$ cat config.mk
export PLATFORM = sky130hd
export DESIGN_NAME = uart_tx_ctrl
export DESIGN_NICKNAME = d
export VERILOG_FILES = /design/src/rtl/uart_pkg.sv /design/src/rtl/uart_tx_ctrl.sv
export SDC_FILE = /design/constraint.sdc
export NUM_CORES = 1
export LEC_CHECK = 0
export CAP_MARGIN = 40
export CORE_ASPECT_RATIO = 0.75
export CORE_UTILIZATION = 47
export CTS_CLUSTER_DIAMETER = 60
export DETAILED_ROUTE_END_ITERATION = 6
export PLACE_DENSITY = 0.75
export RECOVER_POWER = 100
export SYNTH_ARGS = -nofsm -noshare
export SYNTH_HDL_FRONTEND = slang
export SYNTH_SLANG_ARGS = --single-unit
$ cat constraint.sdc
create_clock -name clk -period 1.65 [get_ports clk]
set_input_delay 0.33 -clock clk [delete_from_list [all_inputs] [get_ports clk]]
set_output_delay 0.33 -clock clk [all_outputs]
set_load 0.02 [all_outputs]
$ cat src/rtl/uart_pkg.sv
// uart_pkg: shared UART transmit state encoding and default frame parameters.
package uart_pkg;
  typedef enum logic [2:0] {IDLE, START, DATA, PARITY, STOP} uart_tx_state_t;
  localparam int UART_DATA_BITS_DEF = 8;
  localparam int UART_STOP_BITS_DEF = 1;
endpackage

$ cat src/rtl/uart_tx_ctrl.sv
// uart_tx_ctrl: UART transmit sequencer gating a shared baud counter; define UART_PARITY_EN to insert a parity bit.
module uart_tx_ctrl
  import uart_pkg::*;
#(
  parameter int DATA_BITS  = UART_DATA_BITS_DEF,
  parameter int STOP_BITS  = UART_STOP_BITS_DEF,
  parameter int PARITY_ODD = 0
) (
  input  logic                 clk,
  input  logic                 rst,
  input  logic [DATA_BITS-1:0] tx_data,
  input  logic                 tx_valid,
  output logic                 tx_ready,
  output logic                 baud_en,
  input  logic                 baud_tick,
  output logic                 tx,
  output logic                 busy,
  output logic                 tx_done
);
  localparam int CW = $clog2(DATA_BITS);

  uart_tx_state_t state, state_n;
  logic [DATA_BITS-1:0] shift, shift_n;
  logic [CW-1:0] bit_cnt, cnt_n;
  logic tx_n, en_n, done_n;
`ifdef UART_PARITY_EN
  logic par, par_n;
`endif

  assign tx_ready = state == IDLE;

  always_ff @(posedge clk or posedge rst)
    if (rst) begin
      state   <= IDLE;
      tx      <= 1'b1;
      baud_en <= 1'b0;
      busy    <= 1'b0;
      tx_done <= 1'b0;
      bit_cnt <= '0;
      shift   <= '0;
`ifdef UART_PARITY_EN
      par     <= 1'b0;
`endif
    end else begin
      state   <= state_n;
      tx      <= tx_n;
      baud_en <= en_n;
      busy    <= state_n != IDLE;
      tx_done <= done_n;
      bit_cnt <= cnt_n;
      shift   <= shift_n;
`ifdef UART_PARITY_EN
      par     <= par_n;
`endif
    end

  always_comb begin
    state_n = state;
    tx_n    = tx;
    en_n    = baud_en;
    done_n  = 1'b0;
    cnt_n   = bit_cnt;
    shift_n = shift;
`ifdef UART_PARITY_EN
    par_n   = par;
`endif
    case (state)
      IDLE: if (tx_valid) begin
        state_n = START;
        tx_n    = 1'b0;
        en_n    = 1'b1;
        shift_n = tx_data;
`ifdef UART_PARITY_EN
        par_n   = ^tx_data ^ 1'(PARITY_ODD);
`endif
      end
      START: if (baud_tick) begin
        state_n = DATA;
        tx_n    = shift[0];
        cnt_n   = '0;
      end
      DATA: if (baud_tick) begin
        if (bit_cnt == CW'(DATA_BITS - 1)) begin
`ifdef UART_PARITY_EN
          state_n = PARITY;
          tx_n    = par;
`else
          state_n = STOP;
          tx_n    = 1'b1;
          cnt_n   = '0;
`endif
        end else begin
          shift_n = shift >> 1;
          tx_n    = shift[1];
          cnt_n   = bit_cnt + 1'b1;
        end
      end
`ifdef UART_PARITY_EN
      PARITY: if (baud_tick) begin
        state_n = STOP;
        tx_n    = 1'b1;
        cnt_n   = '0;
      end
`endif
      STOP: if (baud_tick) begin
        // bit_cnt is reused to count stop bits
        if (bit_cnt == CW'(STOP_BITS - 1)) begin
          state_n = IDLE;
          en_n    = 1'b0;
          done_n  = 1'b1;
          cnt_n   = '0;
        end else begin
          cnt_n = bit_cnt + 1'b1;
        end
      end
      default: begin
        state_n = IDLE;
        tx_n    = 1'b1;
        en_n    = 1'b0;
      end
    endcase
  end
endmodule

==> impl_results.md <==
- Seq pwr share: 0.297
- Fin crit period: 1.748 ns
- Outcome: finished, violations left
- ANT cells: 0
- Max-cap violation count: 0
- Synth Instances: 101
- CTS Buffer Depth: 2
- Die span in y: 44.25 um
- First-pass GRT wire length: 4326 um
- CTS tree: yes
- Drt first-iter violations: 27
- Power Total: 2.568 mW
- Placed Instances: 166
- Vias per std cell: 5.238
- Leakage: 0.7061 nW
- Max-slew violations: 0
- Worst path required time: 1.84 ns
- Core ar.: 2120 um^2
- Worst min path class: primary input to asynchronous set/reset pin
- Final hold vios: 0
- Synth warn: 0
- Critical Path AT: 1.94 ns
- Unrepaired setup endpoints after global routing: true
- Final Skew: 0.004064 ns
- Adder-Cell Fraction of Synth Area: 0.03356
- Initial Util: 0.5277
- Tightest Pin Transition: 0.6504 ns
- Total GRT Usage: 0.2323
- DP Wirelength: 1855 um
- Sequential share of the synthesized area: 0.4038
- Post-route antenna net violation count: 0
- Clock network fraction of design power: 0.107
- Via count: 901
- Total wire length: 2647 um
- PD cells: 1595 nW/um^2
- Worst-path maximum fanout: 8
- Share of post-route cells with drive strength above 1: 0.4143
- Non-Filler Instances: 172
- Clock root buffer: clkbuf_4
- DR DRC count: 0
- Yosys cell types: 37
- Fin Setup TNS: -0.7023 ns
- Failing checks: negative setup slack
- Number of I/O pins: 17
- Num rows: 14
- Fmax: 572.1 MHz
- Final period util: 1.059
- Wire per inst: 15.39 um
- Comb pwr share: 0.596
- Critical path startpoint category: flip-flop
- Yosys reg bits: 18
- Switching Share: 0.3530
- Syn nets: 116
- Initial antenna violation count: 0
- Drt pass-1 iters: 4
- Clk slew on worst S/H paths: 0.11 ns
- Largest family of logic cells by synthesized area: simple AND/OR/NAND/NOR gates
- Place WS: -0.1724 ns
- Number of CTS-inserted buffers: 3
- Synthesized area: 1119 um^2
- CTS sink cnt: 18
- Setup crit end kind: flip-flop
- Slew Limit Headroom: 0.5664
- Final setup violation count: 8
- Total Nets Final: 156
- Post-synthesis mux area share: 0.1700
- Synth Area in XOR/XNOR: 0.01566
- Syn Area/Cell: 11.07 um^2
- Grt total ovfl: 0
- Die width: 58.33 um
- Placer Congestion: 0.8103
- P_sw: 906.3 uW
- Fillers: 147
- Post-synthesis compound-gate area fraction: 0.1331
- Pint: 1.661 mW
- Crit Path Category: flip-flop to flip-flop
- VDD IR max: 1.137 mV
- Simple-Gate Fraction of Synth Area: 0.1857
- Clk_lat worst skew: 0.30 ns
- Largest net degree at the start of global routing: 13
- Worst setup margin: -0.09800 ns
- Die area: 2581 um^2
- # H-tree levels: 1
- Synth-to-layout area growth: 43.96%
- Vias in the first global route: 929
- Number of port buffers: 16
## cells in the final DEF (no fill, tap or decap), drive strengths merged, types with 2 or more instances in the layout
cell type,Yosys,final
nand3b,4,4
nor3b,3,3
dfrtp,17,17
o32ai,2,2
or2,2,2
nor4b,2,2
nand2b,3,3
nor2,3,3
mux2,16,16
nor2b,5,5
o211ai,2,2
a21oi,5,5
inv,6,6
buf,6,25
nor3,4,4
ha,3,3
clkbuf,1,6
clkdlybuf4s50,0,12
xnor2,2,2
## timing repair
action | in CTS | in global routing
setup buffers | 1 | 1
hold buffers | 0 | 0
resized for setup | 14 | 10
setup endpoints to repair | 11 | 17
pin swaps | 2 | 5
## synth_stat cells
| library cell | instances | area share |
|---|---|---|
| nor2_1 | 3 | 0.010 |
| xnor2_1 | 2 | 0.016 |
| a2bb2oi_1 | 1 | 0.0078 |
| nand2b_1 | 3 | 0.017 |
| nor4b_1 | 2 | 0.016 |
| o31a_1 | 1 | 0.0078 |
| buf_2 | 4 | 0.018 |
| mux2i_1 | 1 | 0.0089 |
| a21o_1 | 1 | 0.0067 |
| dfrtp_1 | 17 | 0.38 |
| nand3b_1 | 3 | 0.020 |
| o22a_1 | 1 | 0.0078 |
| nand2_1 | 1 | 0.0034 |
| nand3b_4 | 1 | 0.018 |
| nand4bb_1 | 1 | 0.010 |
| clkbuf_1 | 1 | 0.0034 |
| a22o_1 | 1 | 0.0078 |
| nor3b_4 | 1 | 0.017 |
| inv_1 | 6 | 0.020 |
| dfstp_2 | 1 | 0.023 |
| o32ai_1 | 2 | 0.016 |
| o211ai_1 | 2 | 0.013 |
| buf_6 | 1 | 0.010 |
| nor3b_1 | 2 | 0.013 |
| nand3_1 | 1 | 0.0045 |
| mux2_2 | 16 | 0.16 |
| nor3_1 | 4 | 0.018 |
| o41ai_1 | 1 | 0.0078 |
| o31ai_1 | 1 | 0.0067 |
| a211oi_4 | 1 | 0.018 |
| o21ai_0 | 1 | 0.0045 |
| o21a_1 | 1 | 0.0067 |
| ha_1 | 3 | 0.034 |
| buf_4 | 1 | 0.0067 |
| or2_2 | 2 | 0.011 |
| nor2b_1 | 5 | 0.028 |
| a21oi_1 | 5 | 0.022 |
## layer usage
layer,wire length (um),global-route usage,up-vias
met2,1261,0.4069,18
met4,23,0.07143,0
met5,0,0,-
li1,-,-,439
met3,76,0.06433,2
met1,1286,0.2813,442
## metrics by stage
stage          cell area [um^2]  hold slack, ns    util
5_1_grt                    1610          0.4003  0.7597
3_5_place_dp               1500          0.4880  0.7078
6_report                   1610          0.3920  0.7597
4_1_cts                    1585          0.2593  0.7479
3_3_place_gp               1500          0.4844  0.7078
2_1_floorplan              1137          0.2678       -
## path summary, 6_finish.rpt
| kind | end | cells after the start | from | slack [ns] |
|---|---|---|---|---|
| max | shift[2]$_DFFE_PP0P_ | 6 | bit_cnt[0]$_DFFE_PP0P_ | -0.1 |
| min | tx_done$_DFF_PP0_ | 2 | rst | 0.39 |
| max reg2reg | shift[2]$_DFFE_PP0P_ | 6 | bit_cnt[0]$_DFFE_PP0P_ | -0.1 |
| min reg2reg | baud_en$_DFFE_PP0P_ | 1 | baud_en$_DFFE_PP0P_ | 0.51 |
| max in group asynchronous | state[2]$_DFF_PP0_ | 3 | rst | 0.35 |
| min in group clk | baud_en$_DFFE_PP0P_ | 1 | baud_en$_DFFE_PP0P_ | 0.51 |
## layout make-up
class	count	area, um^2	area share
Tap cell	32	40.04	0.02486
Sequential cell	18	452.9	0.2813
Clock buffer	4	36.28	0.02253
Multi-Input combinational cell	70	684.4	0.4250
Timing Repair Buffer	42	374.1	0.2323
Inverter	6	22.52	0.01399
## state kept, by name, summed over array words and instances, names as in the netlist
name / cells
bit_cnt: 3
baud_en: 1
tx_done: 1
busy: 1
tx: 1
shift: 8
state: 3
## cell families after synthesis
group | count (synthesis)
simple gates | 29
mux | 17
xor+xnor | 2
flops | 18
fa+ha+maj | 3
buf+inv | 13
compound gates | 19
## power groups by stage
stage	Sequential, mW	Clock [mW]	Combinational, mW
2_1_floorplan	0.771	0	0.799
3_3_place_gp	0.749	0	1.27
3_5_place_dp	0.758	0	1.32
4_1_cts	0.758	0.283	1.44
5_1_grt	0.784	0.302	1.64
6_report	0.762	0.276	1.53
## worst max-delay path, stage by stage, from the launching register on
cell and delay [ns]:
dfrtp_1 0.41, ha_2 0.20, ha_4 0.16, nand3b_4 0.15
a211oi_4 0.24, buf_12 0.17, mux2_4 0.30
Note: power is estimated with default switching activity, not from simulation.
